<file path="config.mk">
export PLATFORM = sky130hd
export DESIGN_NAME = seg_scan_ctrl
export DESIGN_NICKNAME = d
export VERILOG_FILES = /design/src/rtl/seg_scan_ctrl.sv
export SDC_FILE = /design/constraint.sdc
export NUM_CORES = 1
export LEC_CHECK = 0
export CORE_ASPECT_RATIO = 1.5
export CORE_MARGIN = 3
export CORE_UTILIZATION = 45
export CTS_CLUSTER_DIAMETER = 120
export CTS_CLUSTER_SIZE = 24
export DETAILED_ROUTE_END_ITERATION = 7
export GPL_TIMING_DRIVEN = 0
export PLACE_DENSITY_LB_ADDON = 0.3
export REMOVE_ABC_BUFFERS = 1
export SYNTH_ARGS = -nofsm -noshare
export SYNTH_HDL_FRONTEND = slang
export SYNTH_SLANG_ARGS = --single-unit
</file>
<file path="constraint.sdc">
create_clock -name clk -period 2.68 [get_ports clk]
set_clock_uncertainty 0.1 [all_clocks]
set_input_delay 0.536 -clock clk [delete_from_list [all_inputs] [get_ports clk]]
set_output_delay 0.536 -clock clk [all_outputs]
set_load 0.01 [all_outputs]
</file>
<file path="src/rtl/seg_scan_ctrl.sv">
// Scan controller for a multiplexed common-anode seven-segment display.
// One shared decoder, shadow digit register loaded at frame boundaries, blanking between digits.
module seg_scan_ctrl #(
  parameter int NUM_DIGITS = 6,
  parameter int DWELL      = 1000,
  parameter int BLANK      = 16
) (
  input  logic                    clk,
  input  logic                    rst_n,
  input  logic [4*NUM_DIGITS-1:0] digits_in,
  input  logic                    upd_req,
  output logic                    upd_ack,
  input  logic                    lz_en,
  input  logic [NUM_DIGITS-1:0]   blank_mask,
  output logic [3:0]              hex_out,
  input  logic [6:0]              seg_in,
  output logic [6:0]              seg_out,
  output logic [NUM_DIGITS-1:0]   an_n,
  output logic                    frame_done
);

  localparam int IDXW = $clog2(NUM_DIGITS);
  localparam int CMAX = (DWELL > BLANK) ? DWELL : BLANK;
  localparam int CNTW = $clog2(CMAX);

  typedef enum logic [0:0] {S_BLANK = 1'b0, S_ON = 1'b1} state_t;

  state_t                  state_q, state_d;
  logic [IDXW-1:0]         idx_q, idx_d;
  logic [CNTW-1:0]         cnt_q, cnt_d;
  logic [4*NUM_DIGITS-1:0] shadow_q, shadow_d;
  logic [NUM_DIGITS-1:0]   an_n_q, an_n_d;
  logic [6:0]              seg_q, seg_d;
  logic                    ack_q, ack_d;
  logic                    frame_q, frame_d;

  // Digit is dark when masked, or when it is a leading zero (digit 0 always shows).
  function automatic logic digit_dark(input logic [4*NUM_DIGITS-1:0] sh,
                                      input logic [IDXW-1:0]         ix,
                                      input logic                    lz,
                                      input logic [NUM_DIGITS-1:0]   mask);
    logic upper_zero;
    upper_zero = 1'b1;
    for (int k = 0; k < NUM_DIGITS; k++) begin
      upper_zero = upper_zero & ((k < int'(ix)) | (sh[4*k +: 4] == 4'h0));
    end
    return mask[ix] | (lz & (ix != '0) & upper_zero);
  endfunction

  assign hex_out    = shadow_q[{idx_q, 2'b00} +: 4];
  assign an_n       = an_n_q;
  assign seg_out    = seg_q;
  assign upd_ack    = ack_q;
  assign frame_done = frame_q;

  // Next-state logic: blank/dwell sequencing, digit capture and frame-boundary reload.
  always_comb begin
    state_d  = state_q;
    idx_d    = idx_q;
    cnt_d    = cnt_q;
    shadow_d = shadow_q;
    an_n_d   = an_n_q;
    seg_d    = seg_q;
    ack_d    = 1'b0;
    frame_d  = 1'b0;
    case (state_q)
      S_BLANK: begin
        if (cnt_q == CNTW'(BLANK - 1)) begin
          state_d = S_ON;
          cnt_d   = '0;
          an_n_d  = ~(NUM_DIGITS'(1) << idx_q);
          if (digit_dark(shadow_q, idx_q, lz_en, blank_mask)) begin
            seg_d = 7'h7F;
          end else begin
            seg_d = seg_in;
          end
        end else begin
          cnt_d = cnt_q + CNTW'(1);
        end
      end
      S_ON: begin
        if (cnt_q == CNTW'(DWELL - 1)) begin
          state_d = S_BLANK;
          cnt_d   = '0;
          an_n_d  = '1;
          seg_d   = 7'h7F;
          if (idx_q == IDXW'(NUM_DIGITS - 1)) begin
            // Frame boundary: the only edge where digits_in may be taken.
            idx_d   = '0;
            frame_d = 1'b1;
            if (upd_req) begin
              shadow_d = digits_in;
              ack_d    = 1'b1;
            end else begin
              shadow_d = shadow_q;
            end
          end else begin
            idx_d = idx_q + IDXW'(1);
          end
        end else begin
          cnt_d = cnt_q + CNTW'(1);
        end
      end
      default: begin
        state_d = S_BLANK;
        idx_d   = '0;
        cnt_d   = '0;
        an_n_d  = '1;
        seg_d   = 7'h7F;
      end
    endcase
  end

  // State and registered output flops.
  always_ff @(posedge clk or negedge rst_n) begin
    if (!rst_n) begin
      state_q  <= S_BLANK;
      idx_q    <= '0;
      cnt_q    <= '0;
      shadow_q <= '0;
      an_n_q   <= '1;
      seg_q    <= 7'h7F;
      ack_q    <= 1'b0;
      frame_q  <= 1'b0;
    end else begin
      state_q  <= state_d;
      idx_q    <= idx_d;
      cnt_q    <= cnt_d;
      shadow_q <= shadow_d;
      an_n_q   <= an_n_d;
      seg_q    <= seg_d;
      ack_q    <= ack_d;
      frame_q  <= frame_d;
    end
  end

endmodule

</file>
# Word-level counts from Yosys, hierarchy flattened

Cells that the tools add are included.

Logic and storage cells: 73
Flip-flop bits (word level): 53
Input port bits: 41
Output and inout port bits: 19

Equality and inequality tests: 5
Reduce and logical (&&, ||, !) cells: 10
Shifts and indexed selects: 2
Bitwise gates (word level): 16
Magnitude comparators: 7
$add $sub $neg: 2
Mux-type cells: 23

Operator list:

| operator              | number |
|---|---|
| $logic_not 4->1       | 6 |
| $shiftx 24x6->4       | 1 |
| $mux 7                | 3 |
| $mux 10               | 2 |
| $pmux 10 s2           | 1 |
| $pmux 7 s2            | 1 |
| $mux 6                | 2 |
| $pmux 6 s2            | 1 |
| $add 10x1->10 const B | 1 |
| $eq 10x10->1 const B  | 1 |
| $eq 10x4->1 const B   | 1 |
| $mux 1                | 10 |
| $and 1x1->1           | 7 |
| $or 1x1->1            | 7 |
| $lt 1x3->1 const A    | 2 |
| $lt 2x3->1 const A    | 2 |
| $lt 3x3->1 const A    | 2 |
| $not 6->6             | 1 |
| $shl 1x3->6 const A   | 1 |
| $lt 3x4->1 const B    | 1 |
| $reduce_and 2->1      | 2 |
| $reduce_and 4->1      | 1 |
| $add 3x1->3 const B   | 1 |
| $bmux 1 s3            | 1 |
| other kinds (7)       | 7 |

# Logic depth before layout (Yosys ltp)

Depth after elaboration: 12
Gate-level depth with buffers: 8
Mapped depth without buffers: 7

# Worst setup path after synthesis

OpenSTA, ideal clock, no wires.

Kind: register to register
Start point: register cnt_q[3]
End point: register shadow_q[0]
Cell stages (with the launch flop): 7
Library setup time: 0.125 ns
Data required time: 2.455 ns
Arrival time: 1.925 ns
Path slack: 0.530 ns
Path through: dfrtp_1 > or3b_1 > or4_1 > buf_6 > nor2_8 > buf_12 > mux2_4

Longest elaborated chain between the ends: 2

Ends and longest elaborated chain:

| element                           | line | source |
|---|---|---|
| from (decl)                       | 30   | `logic [CNTW-1:0] cnt_q, cnt_d;` |
| from (signal assigned)            | 128  | `cnt_q <= cnt_d;` |
| $eq 10x10->1                      | 82   | `if (cnt_q == CNTW'(DWELL - 1)) begin` |
| $reduce_and 4->1 (no source line) | --   |  |
| to (signal assigned)              | 129  | `shadow_q <= shadow_d;` |
| to (decl)                         | 31   | `logic [4*NUM_DIGITS-1:0] shadow_q, shadow_d;` |

Every way passes these cells.
A chain may end at the register's enable or synchronous reset.

# Worst setup path after layout

Start point: register idx_q[2]
End point: output port hex_out[0]

Longest elaborated chain between the ends: 1

Ends and longest elaborated chain:

| element                | line | source |
|---|---|---|
| from (decl)            | 29   | `logic [IDXW-1:0] idx_q, idx_d;` |
| from (signal assigned) | 127  | `idx_q <= idx_d;` |
| $shiftx 24x6->4        | 50   | `assign hex_out = shadow_q[{idx_q, 2'b00} +: 4];` |
| to (decl)              | 15   | `output logic [3:0] hex_out,` |

Every way passes these cells.

==> results.yml <==
clock_network:
  clk_pin_slew_ns: 0.09
  cts_root_buffer: "clkbuf_8"
  clockBufferDepth: 2
  cts.sinks: 53
  clk_latency_ns: 0.30
  cts_made_buffers: 5
  cts_tree: "built"
  htree_levels: 2
  postCtsHoldBufs: 0
place:
  gp_congestion: 0.8385
  port_buffers: 59
  dp_hpwl_mm: 3.908
sta:
  holdWs_ns: 0.07671
  worst_pin_slew_ns: 0.6012
  setup_viol: 0
  hold_viol: 0
  rsz0062_at_grt: "no"
  slew_headroom_pct: 59.65
  clock.fmax_mhz: 383.7
  fin_crit_ns: 2.606
  finalMaxSlewViolations: 0
  finalCritPeriodShare_pct: 97.25
floorplan:
  die-area_mm2: 0.006798
  rows: 33
  start_util_pct: 47.05
  die_x_um: 68.33
  top_level_ports: 60
  die_y_um: 99.50
  core_area_mm2: 0.005574
pwr:
  powerDensity_mw_per_mm2: 404.4
  seqPwrFrac_pct: 59.1
  peakVddDrop_mv: 0.2220
  power_mw: 1.374
  pwr-share-clk_pct: 33.6
  comb_power_share_pct: 7.3
  total_leakage_power_nw: 1.502
  internal-power_mw: 1.089
  p_sw_uw: 284.6
  swShare_pct: 20.72
run:
  drv_cap: 0
worst_setup_path:
  endpoint_kind: "primary output"
  crit_fanout: 6
  cp.required_ns: 2.04
  cp.arrival_ns: 1.97
  critPathLaunchType: "flip-flop"
  path_class: "reg2out"
synthesis:
  synth_top_area_share_pct: 38.17
  syn_area_per_cell_um2: 12.25
  ys_seq_area_share_pct: 51.19
  synth.distinct_cells: 44
  syn_area_mm2: 0.002623
  yosys_warnings: 0
  synth.top_cells.by_area: "dfrtp_1 38%, dfstp_2 13%, mux2_4 11%"
  yosys.area.top_type: "dfrtp_1"
  synthCells: 214
  ys_ff_latch: 53
cells_and_area:
  final-seq-area_mm2: 0.001349
  finish.net_count: 324
  layout_common_cells: "56 x clkdlybuf4s50_1, 37 x dfrtp_1, 25 x nor2_1"
  final_layout_size_suffix_gt1_share_pct: 22.66
  multiInputGateArea_mm2: 0.001206
  antenna_cells: 0
  layout_commonest_cell: "clkdlybuf4s50_1"
  fillers: 470
  syn2layout_area_growth_pct: 29.53
min_path:
  min_path_type: "in2async"
global_route:
  first_global_vias: 1871
  overflow: 0
  track_usage_pct: 17.18
  grt_antenna_before_repair: 0
  grt_max_degree: 35
  grt_pass1_wl_mm: 8.907
routing:
  drt-pass1-iter-count: 4
  dr_total_vias: 1870
  drtAntennaViolNets: 0
  wire_per_inst_um: 16.19
  drtIter0Drc: 102
  drc: 0
  drt-total-wl_mm: 5.635
  viasPerCell: 5.374
status:
  status: "complete, no violations"
-- metal layers --
layer  vias to the layer above  GRT usage [%]  wire, um
met5                         -              0         0
met4                         0          4.288        46
met3                         4          4.294       320
met2                        57          27.93      2885
met1                       909          22.69      2383
li1                        900              -         -
-- layout make-up --
type	instances	area share, %
flip-flops and latches	53	39.71
multi-input cells	147	35.51
repair buffers	65	18.97
clock buffers	8	2.652
well taps	70	2.578
inverters	5	0.5893
-- repair_timing --
| action | CTS | global route |
|---|---|---|
| gates resized for setup | 6 | 5 |
| gates cloned | 0 | 1 |
| setup endpoints to repair | 11 | 15 |
| buffers inserted | 3 | 2 |
| pin swaps | 0 | 1 |
-- cell usage after synthesis, drive strengths merged --
library cell,number
a211oi,1
a21oi,8
a221oi,3
a311o,1
a31oi,6
a41oi,1
and3,7
buf,8
clkbuf,2
clkinv,1
dfrtp,40
dfstp,13
ha,6
inv,4
mux2,27
mux2i,7
nand2,5
nand2b,2
nand3,3
nand4,2
nor2,27
nor2b,1
nor3,1
nor3b,1
nor4,6
o21ai,6
o221ai,1
o22a,8
o2bb2ai,1
o31ai,1
or2b,1
or3b,1
or4,3
xnor2,8
xor2,1
-- critical path, stage by stage (launching register included) --
cell	delay (ns)
dfrtp_2	0.44
mux2_2	0.35
a221oi_1	0.30
a21oi_1	0.08
clkdlybuf4s50_1	0.50
-- cell families after synthesis --
family	synth area share [%]
flip-flops	51.19
adder cells (fa/ha/maj)	2.863
buffers and inverters	3.912
AO/OA/AOI/OAI	9.733
AND/OR/NAND/NOR	12.17
XOR/XNOR	3.006
multiplexers	17.13
-- power groups by stage --
stage               Clock [mW]  Sequential [mW]  Combinational (mW)
floorplan                    0            0.830             0.00876
global placement             0            0.827              0.0980
detailed placement           0            0.827               0.102
CTS                      0.472            0.812               0.102
global route             0.498            0.812               0.109
finish                   0.462            0.812               0.100
-- per-stage QoR --
step	instances	TNS, ns	instance area, um2	setup slack, ns	util, %
final	348	0	3397	0.07374	60.94
after global routing	348	0	3397	0.0008942	60.94
after CTS	345	0	3353	0.01365	60.16
after detailed placement	334	-1.886	3232	-0.2719	57.98
after global placement	333	-21.80	3217	-0.5044	57.71
after floorplan	204	0	2539	0.2889	-
-- flip-flops by register name, summed over array words and instances, names as in the netlist --
register and flops:
frame_done 1, seg_out 7, state_q 1, upd_ack 1, an_n 6, cnt_q 10, shadow_q 24, idx_q 3
-- final timing paths --
check                      cells after the start      from  slack, ns           end
setup / recovery                               4  idx_q[2]       0.07    hex_out[0]
hold / removal                                 1     rst_n       0.08  shadow_q[11]
setup reg to reg                               4  cnt_q[4]       0.27   shadow_q[9]
hold reg to reg                                1  cnt_q[0]       0.39      cnt_q[0]
max in group asynchronous                      2     rst_n       1.81    seg_out[1]
min in group clk                               1  cnt_q[0]       0.39      cnt_q[0]
Note: power is estimated with default switching activity, not from simulation.
